<file path="src/rtl/multicycle_controller_pkg.sv">
// Shared encodings for the multicycle control unit: opcodes, FSM states and datapath mux codes.
package multicycle_controller_pkg;

    localparam logic [6:0] OP_LOAD   = 7'b0000011;
    localparam logic [6:0] OP_STORE  = 7'b0100011;
    localparam logic [6:0] OP_RTYPE  = 7'b0110011;
    localparam logic [6:0] OP_ITYPE  = 7'b0010011;
    localparam logic [6:0] OP_BRANCH = 7'b1100011;
    localparam logic [6:0] OP_JAL    = 7'b1101111;
    localparam logic [6:0] OP_JALR   = 7'b1100111;
    localparam logic [6:0] OP_LUI    = 7'b0110111;
    localparam logic [6:0] OP_AUIPC  = 7'b0010111;

    typedef enum logic [3:0] {
        S_FETCH    = 4'd0,
        S_DECODE   = 4'd1,
        S_MEMADR   = 4'd2,
        S_MEMREAD  = 4'd3,
        S_MEMWB    = 4'd4,
        S_MEMWRITE = 4'd5,
        S_EXECR    = 4'd6,
        S_EXECI    = 4'd7,
        S_ALUWB    = 4'd8,
        S_BEQ      = 4'd9,
        S_JAL      = 4'd10,
        S_JALR     = 4'd11,
        S_LUI      = 4'd12,
        S_AUIPC    = 4'd13,
        S_TRAP     = 4'd14
    } state_t;

    localparam logic [2:0] IMM_I = 3'b000;
    localparam logic [2:0] IMM_S = 3'b001;
    localparam logic [2:0] IMM_B = 3'b010;
    localparam logic [2:0] IMM_J = 3'b011;
    localparam logic [2:0] IMM_U = 3'b100;

    localparam logic [1:0] ALUA_PC    = 2'b00;
    localparam logic [1:0] ALUA_OLDPC = 2'b01;
    localparam logic [1:0] ALUA_RS1   = 2'b10;
    localparam logic [1:0] ALUA_ZERO  = 2'b11;

    localparam logic [1:0] ALUB_RS2  = 2'b00;
    localparam logic [1:0] ALUB_IMM  = 2'b01;
    localparam logic [1:0] ALUB_FOUR = 2'b10;

    localparam logic [1:0] RES_ALUOUT    = 2'b00;
    localparam logic [1:0] RES_DATA      = 2'b01;
    localparam logic [1:0] RES_ALURESULT = 2'b10;

    localparam logic [1:0] ALUOP_ADD   = 2'b00;
    localparam logic [1:0] ALUOP_SUB   = 2'b01;
    localparam logic [1:0] ALUOP_FUNCT = 2'b10;

    // DECODE successor; S_TRAP doubles as the "unknown opcode" marker.
    function automatic state_t decode_next(input logic [6:0] op);
        case (op)
            OP_LOAD, OP_STORE: return S_MEMADR;
            OP_RTYPE:          return S_EXECR;
            OP_ITYPE:          return S_EXECI;
            OP_BRANCH:         return S_BEQ;
            OP_JAL:            return S_JAL;
            OP_JALR:           return S_JALR;
            OP_LUI:            return S_LUI;
            OP_AUIPC:          return S_AUIPC;
            default:           return S_TRAP;
        endcase
    endfunction

endpackage

</file>
<file path="src/rtl/multicycle_controller_if.sv">
// Controller <-> datapath/memory signal bundle; slave is the controller side.
interface multicycle_controller_if #(parameter int STATE_W = 4);

    logic [6:0]         op;
    logic               zero;
    logic               mem_ready;
    logic               mem_req;
    logic               MemWrite;
    logic               AdrSrc;
    logic               IRWrite;
    logic               PCWrite;
    logic               RegWrite;
    logic [1:0]         ResultSrc;
    logic [1:0]         ALUSrcA;
    logic [1:0]         ALUSrcB;
    logic [1:0]         ALUOp;
    logic [2:0]         ImmSrc;
    logic               illegal;
    logic [STATE_W-1:0] state_dbg;

    modport master (
        output op, zero, mem_ready,
        input  mem_req, MemWrite, AdrSrc, IRWrite, PCWrite, RegWrite,
        input  ResultSrc, ALUSrcA, ALUSrcB, ALUOp, ImmSrc, illegal, state_dbg
    );

    modport slave (
        input  op, zero, mem_ready,
        output mem_req, MemWrite, AdrSrc, IRWrite, PCWrite, RegWrite,
        output ResultSrc, ALUSrcA, ALUSrcB, ALUOp, ImmSrc, illegal, state_dbg
    );

endinterface

</file>
<file path="src/rtl/multicycle_controller_imm_src_decoder.sv">
// Immediate-format select from the opcode; shared with the pipelined core.
module imm_src_decoder
    import multicycle_controller_pkg::*;
(
    input  logic [6:0] op,
    output logic [2:0] imm_src
);

    // Opcode to immediate format; unknown opcodes fall back to I-type.
    always_comb begin
        imm_src = IMM_I;
        case (op)
            OP_STORE:         imm_src = IMM_S;
            OP_BRANCH:        imm_src = IMM_B;
            OP_JAL:           imm_src = IMM_J;
            OP_LUI, OP_AUIPC: imm_src = IMM_U;
            default:          imm_src = IMM_I;
        endcase
    end

endmodule

</file>
<file path="src/rtl/multicycle_controller.sv">
// Multicycle control FSM: Moore outputs per state, FETCH/BEQ strobes qualified by rdy/zero.
module multicycle_controller
    import multicycle_controller_pkg::*;
#(
    parameter int MEM_HANDSHAKE   = 1,
    parameter int TRAP_ON_ILLEGAL = 1,
    parameter int STATE_W         = 4
)(
    input logic                    clk,
    input logic                    rst_n,
    multicycle_controller_if.slave bus
);

    state_t     state_r;
    state_t     next_s;
    logic       illegal_r;
    logic       illegal_next_s;
    logic       rdy_s;
    logic       mem_req_s;
    logic       mem_write_s;
    logic       adr_src_s;
    logic       ir_write_s;
    logic       pc_write_s;
    logic       reg_write_s;
    logic [1:0] result_src_s;
    logic [1:0] alu_src_a_s;
    logic [1:0] alu_src_b_s;
    logic [1:0] alu_op_s;
    logic [2:0] imm_src_s;

    assign rdy_s = (MEM_HANDSHAKE != 0) ? bus.mem_ready : 1'b1;

    imm_src_decoder u_imm_src_decoder (
        .op      (bus.op),
        .imm_src (imm_src_s)
    );

    // State and sticky illegal flag.
    always_ff @(posedge clk or negedge rst_n) begin
        if (!rst_n) begin
            state_r   <= S_FETCH;
            illegal_r <= 1'b0;
        end else begin
            state_r   <= next_s;
            illegal_r <= illegal_next_s;
        end
    end

    // Next-state and per-state datapath controls.
    always_comb begin
        next_s         = state_r;
        illegal_next_s = illegal_r;
        mem_req_s      = 1'b0;
        mem_write_s    = 1'b0;
        adr_src_s      = 1'b0;
        ir_write_s     = 1'b0;
        pc_write_s     = 1'b0;
        reg_write_s    = 1'b0;
        result_src_s   = RES_ALUOUT;
        alu_src_a_s    = ALUA_PC;
        alu_src_b_s    = ALUB_RS2;
        alu_op_s       = ALUOP_ADD;
        case (state_r)
            S_FETCH: begin
                mem_req_s    = 1'b1;
                alu_src_b_s  = ALUB_FOUR;
                result_src_s = RES_ALURESULT;
                if (rdy_s) begin
                    ir_write_s = 1'b1;
                    pc_write_s = 1'b1;
                    next_s     = S_DECODE;
                end else begin
                    next_s     = S_FETCH;
                end
            end
            S_DECODE: begin
                alu_src_a_s = ALUA_OLDPC;
                alu_src_b_s = ALUB_IMM;
                if (decode_next(bus.op) != S_TRAP) begin
                    next_s = decode_next(bus.op);
                end else if (TRAP_ON_ILLEGAL != 0) begin
                    next_s         = S_TRAP;
                    illegal_next_s = 1'b1;
                end else begin
                    next_s = S_FETCH;
                end
            end
            S_MEMADR: begin
                alu_src_a_s = ALUA_RS1;
                alu_src_b_s = ALUB_IMM;
                if (bus.op == OP_LOAD) begin
                    next_s = S_MEMREAD;
                end else begin
                    next_s = S_MEMWRITE;
                end
            end
            S_MEMREAD: begin
                mem_req_s = 1'b1;
                adr_src_s = 1'b1;
                if (rdy_s) begin
                    next_s = S_MEMWB;
                end else begin
                    next_s = S_MEMREAD;
                end
            end
            S_MEMWB: begin
                result_src_s = RES_DATA;
                reg_write_s  = 1'b1;
                next_s       = S_FETCH;
            end
            S_MEMWRITE: begin
                mem_req_s   = 1'b1;
                adr_src_s   = 1'b1;
                mem_write_s = 1'b1;
                if (rdy_s) begin
                    next_s = S_FETCH;
                end else begin
                    next_s = S_MEMWRITE;
                end
            end
            S_EXECR: begin
                alu_src_a_s = ALUA_RS1;
                alu_src_b_s = ALUB_RS2;
                alu_op_s    = ALUOP_FUNCT;
                next_s      = S_ALUWB;
            end
            S_EXECI: begin
                alu_src_a_s = ALUA_RS1;
                alu_src_b_s = ALUB_IMM;
                alu_op_s    = ALUOP_FUNCT;
                next_s      = S_ALUWB;
            end
            S_LUI: begin
                alu_src_a_s = ALUA_ZERO;
                alu_src_b_s = ALUB_IMM;
                next_s      = S_ALUWB;
            end
            S_AUIPC: begin
                alu_src_a_s = ALUA_OLDPC;
                alu_src_b_s = ALUB_IMM;
                next_s      = S_ALUWB;
            end
            S_ALUWB: begin
                result_src_s = RES_ALUOUT;
                reg_write_s  = 1'b1;
                next_s       = S_FETCH;
            end
            S_BEQ: begin
                alu_src_a_s  = ALUA_RS1;
                alu_src_b_s  = ALUB_RS2;
                alu_op_s     = ALUOP_SUB;
                result_src_s = RES_ALUOUT;
                pc_write_s   = bus.zero;
                next_s       = S_FETCH;
            end
            S_JALR: begin
                alu_src_a_s = ALUA_RS1;
                alu_src_b_s = ALUB_IMM;
                next_s      = S_JAL;
            end
            S_JAL: begin
                // ALUOut already holds the target; ALU computes the link value OldPC+4.
                alu_src_a_s  = ALUA_OLDPC;
                alu_src_b_s  = ALUB_FOUR;
                result_src_s = RES_ALUOUT;
                pc_write_s   = 1'b1;
                next_s       = S_ALUWB;
            end
            S_TRAP: begin
                next_s = S_TRAP;
            end
            default: begin
                next_s = S_FETCH;
            end
        endcase
    end

    // Reset forces strobes and selects low even though FETCH would request memory.
    assign bus.mem_req   = rst_n & mem_req_s;
    assign bus.MemWrite  = rst_n & mem_write_s;
    assign bus.AdrSrc    = rst_n & adr_src_s;
    assign bus.IRWrite   = rst_n & ir_write_s;
    assign bus.PCWrite   = rst_n & pc_write_s;
    assign bus.RegWrite  = rst_n & reg_write_s;
    assign bus.ResultSrc = rst_n ? result_src_s : 2'b00;
    assign bus.ALUSrcA   = rst_n ? alu_src_a_s  : 2'b00;
    assign bus.ALUSrcB   = rst_n ? alu_src_b_s  : 2'b00;
    assign bus.ALUOp     = rst_n ? alu_op_s     : 2'b00;
    assign bus.ImmSrc    = imm_src_s;
    assign bus.illegal   = illegal_r;
    assign bus.state_dbg = STATE_W'(state_r);

endmodule

</file>
<file path="src/flat_wrapper.sv">
// flat-port wrapper written by rule: the top's interface ports become plain ports
module multicycle_controller_flat import multicycle_controller_pkg::*;
#(
    parameter int MEM_HANDSHAKE   = 1,
    parameter int TRAP_ON_ILLEGAL = 1,
    parameter int STATE_W         = 4
)
  (clk, rst_n, bus_op, bus_zero, bus_mem_ready, bus_mem_req, bus_MemWrite, bus_AdrSrc, bus_IRWrite, bus_PCWrite, bus_RegWrite, bus_ResultSrc, bus_ALUSrcA, bus_ALUSrcB, bus_ALUOp, bus_ImmSrc, bus_illegal, bus_state_dbg);
  multicycle_controller_if #(.STATE_W(STATE_W)) bus_i ();
  input logic clk;
  input logic rst_n;
  input wire logic [$bits(bus_i.op)-1:0] bus_op;
  input wire logic [$bits(bus_i.zero)-1:0] bus_zero;
  input wire logic [$bits(bus_i.mem_ready)-1:0] bus_mem_ready;
  output wire logic [$bits(bus_i.mem_req)-1:0] bus_mem_req;
  output wire logic [$bits(bus_i.MemWrite)-1:0] bus_MemWrite;
  output wire logic [$bits(bus_i.AdrSrc)-1:0] bus_AdrSrc;
  output wire logic [$bits(bus_i.IRWrite)-1:0] bus_IRWrite;
  output wire logic [$bits(bus_i.PCWrite)-1:0] bus_PCWrite;
  output wire logic [$bits(bus_i.RegWrite)-1:0] bus_RegWrite;
  output wire logic [$bits(bus_i.ResultSrc)-1:0] bus_ResultSrc;
  output wire logic [$bits(bus_i.ALUSrcA)-1:0] bus_ALUSrcA;
  output wire logic [$bits(bus_i.ALUSrcB)-1:0] bus_ALUSrcB;
  output wire logic [$bits(bus_i.ALUOp)-1:0] bus_ALUOp;
  output wire logic [$bits(bus_i.ImmSrc)-1:0] bus_ImmSrc;
  output wire logic [$bits(bus_i.illegal)-1:0] bus_illegal;
  output wire logic [$bits(bus_i.state_dbg)-1:0] bus_state_dbg;
  assign bus_i.op = bus_op;
  assign bus_i.zero = bus_zero;
  assign bus_i.mem_ready = bus_mem_ready;
  assign bus_mem_req = bus_i.mem_req;
  assign bus_MemWrite = bus_i.MemWrite;
  assign bus_AdrSrc = bus_i.AdrSrc;
  assign bus_IRWrite = bus_i.IRWrite;
  assign bus_PCWrite = bus_i.PCWrite;
  assign bus_RegWrite = bus_i.RegWrite;
  assign bus_ResultSrc = bus_i.ResultSrc;
  assign bus_ALUSrcA = bus_i.ALUSrcA;
  assign bus_ALUSrcB = bus_i.ALUSrcB;
  assign bus_ALUOp = bus_i.ALUOp;
  assign bus_ImmSrc = bus_i.ImmSrc;
  assign bus_illegal = bus_i.illegal;
  assign bus_state_dbg = bus_i.state_dbg;
  multicycle_controller #(.MEM_HANDSHAKE(MEM_HANDSHAKE), .TRAP_ON_ILLEGAL(TRAP_ON_ILLEGAL), .STATE_W(STATE_W)) u_core (.clk(clk), .rst_n(rst_n), .bus(bus_i));
endmodule
</file>
<file path="config.mk">
export PLATFORM = sky130hd
export DESIGN_NAME = multicycle_controller_flat
export DESIGN_NICKNAME = d
export VERILOG_FILES = /design/src/rtl/multicycle_controller_pkg.sv /design/src/rtl/multicycle_controller_if.sv /design/src/rtl/multicycle_controller_imm_src_decoder.sv /design/src/rtl/multicycle_controller.sv /design/src/flat_wrapper.sv
export SDC_FILE = /design/constraint.sdc
export NUM_CORES = 1
export LEC_CHECK = 0
export CORE_MARGIN = 8
export CORE_UTILIZATION = 45
export DETAILED_ROUTE_END_ITERATION = 10
export DONT_BUFFER_PORTS = 1
export HOLD_SLACK_MARGIN = 0.06
export SLEW_MARGIN = 25
export SYNTH_ARGS = -nofsm -noshare
export SYNTH_HDL_FRONTEND = slang
export SYNTH_SLANG_ARGS = --single-unit
export TNS_END_PERCENT = 5
</file>
<file path="constraint.sdc">
create_clock -name clk -period 1.46 [get_ports clk]
set_clock_uncertainty 0.2 [all_clocks]
set_input_delay 0.146 -clock clk [delete_from_list [all_inputs] [get_ports clk]]
set_output_delay 0.146 -clock clk [all_outputs]
set_load 0.02 [all_outputs]
</file>
Yosys cells after proc, flatten, opt, wreduce, memory -nomap -nowiden
Cells that the tools add are included.

Register bits after elaboration: 5. Input port bits: 11. Output and inout port bits: 22. Logic and storage cells: 70.

Eq/ne operators: 24. Mux-type cells: 24. Bitwise operators: 7. Reductions and logical operators: 13.

Operators by type and width (count): $pmux W4 S8 (2); $eq A4 B4 Y1 const B (7); $eq A7 B6 Y1 const B (3); $eq A7 B7 Y1 const B (3); $eq A4 B3 Y1 const B (4); $eq A7 B5 Y1 const B (2); $pmux W2 S2 (3); $pmux W3 S4 (1); $reduce_or A2 Y1 (6); $reduce_or A5 Y1 (2); $mux W3 (3); $eq A4 B2 Y1 const B (2); $mux W2 (4); $mux W4 (2); $eq A7 B2 Y1 const B (1); $mux W1 (7); $and A1 B1 Y1 (6); $pmux W2 S3 (1); $reduce_or A3 Y1 (2); $reduce_or A6 Y1 (1); $eq A4 B1 Y1 const B (1); $logic_not A4 Y1 (1); $ne A4 B4 Y1 const B (1); $pmux W1 S3 (1); other kinds (2) (2).

Logic depth before layout (Yosys ltp)
Word-level depth: 7. Gate-level depth with buffers: 6. Depth with buffers taken out: 4.

Cells and area by module
From an unflattened synthesis, not the netlist that was laid out.

Cell total of the unflattened synthesis: 101. Area, all modules: 775.7 um2.

By module, submodules not included: multicycle_controller (times used 1, cells an instance 93, area an instance 714.4 um2, sequential area each 125.1 um2); imm_src_decoder (times used 1, cells an instance 8, area an instance 61.3 um2, sequential area each 0.0 um2).

Worst setup path after synthesis
No wires, ideal clock.

Path kind: reg-to-output. Start point: reg u_core.state_r[1] (netlist: u_core.bus.state_dbg[1]). End point: out bus_PCWrite. Arrival: 1.930 ns. Data required time: 1.114 ns. Slack: -0.816 ns. Stages on the path, launching flop included: 5. Buffers on the path: 1. Path through: dfrtp_1 > clkbuf_1 > xor2_1 > nor4_1 > o21a_1.

Word-level cells in the longest chain between the ends: 3. Elaborated cells between the ends (all ways): 5. Classes of those cells: 2 x eq/ne; 1 x mux; 1 x bitwise; 1 x reduce/logical.

RTL lines: from (decl) (line multicycle_controller.sv:14) `state_t state_r;`; from (signal assigned) (line multicycle_controller.sv:44) `state_r <= next_s;`; $eq A4 B4 Y1 / $logic_not A4 Y1 (equally long branches) (line multicycle_controller.sv:63) `case (state_r)`; $pmux W1 S3 * (line multicycle_controller.sv:63); $and A1 B1 Y1 * (line multicycle_controller.sv:183) `assign bus.PCWrite = rst_n & pc_write_s;`; to (decl) (line flat_wrapper.sv:19) `output wire logic [$bits(bus_i.PCWrite)-1:0] bus_PCWrite;`.

Every way passes the cells marked *; elsewhere a longest branch is shown, timed or not.

Final worst setup path
Start point: reg u_core.state_r[2] (netlist: u_core.bus.state_dbg[2]). End point: out bus_ALUSrcA[0].

Word-level cells in the longest chain between the ends: 4. Elaborated cells between the ends (all ways): 13. Classes of those cells: 9 x eq/ne; 2 x mux; 2 x reduce/logical.

RTL lines: $eq A4 B4 Y1, or another cell as far along (line multicycle_controller.sv:63); $reduce_or A5 Y1 (no line) / $reduce_or A3 Y1 (equally long branches); $pmux W2 S3 * (line multicycle_controller.sv:63); $mux W2 * (line multicycle_controller.sv:186) `assign bus.ALUSrcA = rst_n ? alu_src_a_s : 2'b00;`; to (decl) (line flat_wrapper.sv:22) `output wire logic [$bits(bus_i.ALUSrcA)-1:0] bus_ALUSrcA;`.

Marks and branches as above.

==> results.json <==
{
  "dp_hpwl_mm": 1.775,
  "cp_slowest_cell": "dfrtp_2",
  "startpoint": "u_core.bus.state_dbg[2]",
  "mappedNetlistNets": 115,
  "start_util_pct": 46.14,
  "fin_area_um2": 1232,
  "nFillCells": 127,
  "crit_type": "reg2out",
  "io_buffers": 0,
  "wl_per_cell_um": 16.69,
  "cpLargestDelayFamily": "simple AND/OR/NAND/NOR gates",
  "post-route-period-util_pct": 127.7,
  "fin_crit_ns": 1.864,
  "critPathBufInv": 0,
  "yosysTopAreaCell": "dfrtp_1",
  "rows": 15,
  "ios": 33,
  "vias": 937,
  "power_mw": 2.434,
  "finalSetupViolations": 18,
  "setup_slack_ns": -0.4044,
  "min-delay-start": "bus_op[6]",
  "synthTopCellsByCount": "nor2_1 (12), a21oi_1 (7), nand2_1 (7), nor3_1 (6)",
  "gp_congestion": 0.8953,
  "synth.area.top_cells": "dfrtp_1 (16%), nor2_1 (5.9%), a21oi_1 (4.6%)",
  "hold_class": "in2reg",
  "fmax_mhz": 536.4,
  "hold_depth": 4,
  "timing.rr.end": "u_core.bus.state_dbg[0]",
  "area_growth_pct": 61.74,
  "slew_violations": 0,
  "drt-pass1-iter-count": 4,
  "cts.clk_slew.worst_paths_ns": 0.05,
  "initialDrtViolationCount": 27,
  "r2r_start": "u_core.bus.state_dbg[1]",
  "end_kind": "output pin",
  "overflow": 0,
  "power_density_nw_per_um2": 1975,
  "rsz0062_at_grt": "yes",
  "antenna_found_initial": 0,
  "reg2reg_slack_ns": -0.15,
  "cts_tree": "done",
  "violations": "negative setup slack",
  "grt_usage_pct": 15.11,
  "vias_per_cell": 5.856,
  "dp_cells": 148,
  "utilization_pct": 74.62,
  "cp-start-kind": "register",
  "core_um2": 1652,
  "synth_top_area_share_pct": 16.42,
  "grt_max_degree": 13,
  "power.leakage_nw": 0.5407,
  "htreeDepth": 1,
  "irDropWorstVdd_v": 0.001173,
  "cp.required_ns": 1.11,
  "syn_avg_cell_area_um2": 7.327,
  "drt-total-wl_mm": 2.670,
  "root_buffer": "clkbuf_4",
  "die_x_um": 57.15,
  "instances_no_fill": 160,
  "synth_edf_count": 0,
  "numCtsBuffers": 3,
  "hold_slack_ns": 0.08538,
  "syn_inst": 104,
  "hold_viol_final": 0,
  "synth_most_common_cell": "nor2_1",
  "synth_cell_types": 42,
  "synthArstFlopShare_pct": 100.0,
  "max_cap_viol_count": 0,
  "status": "finished, violations left",
  "drcViolationCount": 0,
  "nNetsFinal": 155,
  "die-area_um2": 3266,
  "max-slew-margin-rel_pct": 74.30,
  "cts.sinks": 5,
  "seq_area_frac_synth_pct": 16.42,
  "clk_latency_ns": 0.25,
  "ys.flop_type": "dfrtp_1",
  "synth_warnings": 0,
  "ant_nets": 0,
  "synthesis.area_um2": 762.0,
  "ctsLongestPathBuffers": 2,
  "grt_pass1_vias": 938,
  "drive_gt1_share_pct": 51.75,
  "n_antenna_cell": 0,
  "grt_pass1_wl_mm": 4.160,
  "slowest_delay_ns": 0.45,
  "worstPathArrival_ns": 1.52,
  "hold_end": "u_core.bus.state_dbg[2]",
  "die_h_um": 57.15,
  "worstMarginPinSlew_ns": 0.3841,
  "crit_chain": "or3b_4 > a21oi_4 > nor2_2 > nor2_4",
  "rr_worst_depth": 5,
  "path_max_fanout": 6,
  "ys_ff_latch": 5,
  "dpl-instance-area_um2": 1025
}
[layer usage]
layer  GRT usage [%]  wire length (µm)
met1           18.61              1105
met2           24.03              1361
met3           3.991               157
met4           6.376                46
met5               0                 0
[registers in the layout, indices dropped and copies added, names as in the netlist]
signal and count:
u_core.bus.state_dbg 4, u_core.bus.illegal 1
[where the power goes]
part / switching [mW] / internal, mW
clock network: 0.0702 / 0.104
logic: 1.02 / 0.947
registers: 0.0879 / 0.200
[tightest hold or removal path: stages]
cell	delay (ns)
or4_1	0.07
nor2_1	0.05
o22ai_1	0.10
o31a_1	0.13
[stage by stage]
stage	setup slack [ns]	TNS, ns
after floorplan	-0.3133	-2.415
after global placement	-0.1930	-1.274
after detailed placement	-0.2204	-1.388
after CTS	-0.4052	-4.516
after global routing	-0.4577	-5.542
final	-0.4044	-4.351
[cell usage in the layout (no fill, tap or decap), types with 2 or more instances in the layout]
master         count
nor2_4             3
nor3_4             2
buf_4             33
a21oi_1            5
inv_1              3
nor2_2             3
nor3_2             2
xor2_1             2
nand3_1            3
nor3_1             2
clkbuf_4           3
a21o_1             2
mux2i_1            2
o21ai_1            3
dfrtp_2            4
nor4b_1            2
nor2_1             6
a31oi_1            2
nand3b_1           4
or3_1              3
nor2b_1            4
nand2b_1           2
nand2_1            5
buf_6              6
o21ai_0            2
dlygate4sd3_1      5
[cell type report]
type | instances | area, µm² | area share, %
multi-input cells | 87 | 678.2 | 55.03
inverters | 3 | 11.26 | 0.9137
well taps | 17 | 21.27 | 1.726
repair buffers | 44 | 365.4 | 29.64
clock buffers | 4 | 26.28 | 2.132
flip-flops and latches | 5 | 130.1 | 10.56
[worst max-delay path by stage]
stage	to	slack [ns]	cells past startpoint
floorplan	bus_PCWrite	-0.31	4
global placement	u_core.bus.state_dbg[0]	-0.19	3
detailed placement	u_core.bus.state_dbg[0]	-0.22	3
CTS	bus_ALUSrcA[0]	-0.41	4
global route	bus_ALUSrcA[0]	-0.46	4
finish	bus_ALUSrcA[0]	-0.40	4
[cells by family (layout without fill, tap and decap cells)]
| group | Yosys count | count (layout) | synth area share (%) |
|---|---|---|---|
| AO/OA/AOI/OAI | 23 | 23 | 19.38 |
| XOR/XNOR | 3 | 3 | 3.449 |
| multiplexers | 2 | 2 | 2.627 |
| buffers and inverters | 12 | 51 | 12.48 |
| AND/OR/NAND/NOR | 59 | 59 | 45.65 |
| flip-flops | 5 | 5 | 16.42 |
[what timing repair did]
action                     CTS  global route
buffers inserted             1             2
gates resized for setup     11            21
pin swaps                    6             6
setup endpoints to repair   18            18
hold buffers                 5             0
hold endpoints to repair     8             0
No activity file was read; power rests on OpenSTA's default activity.
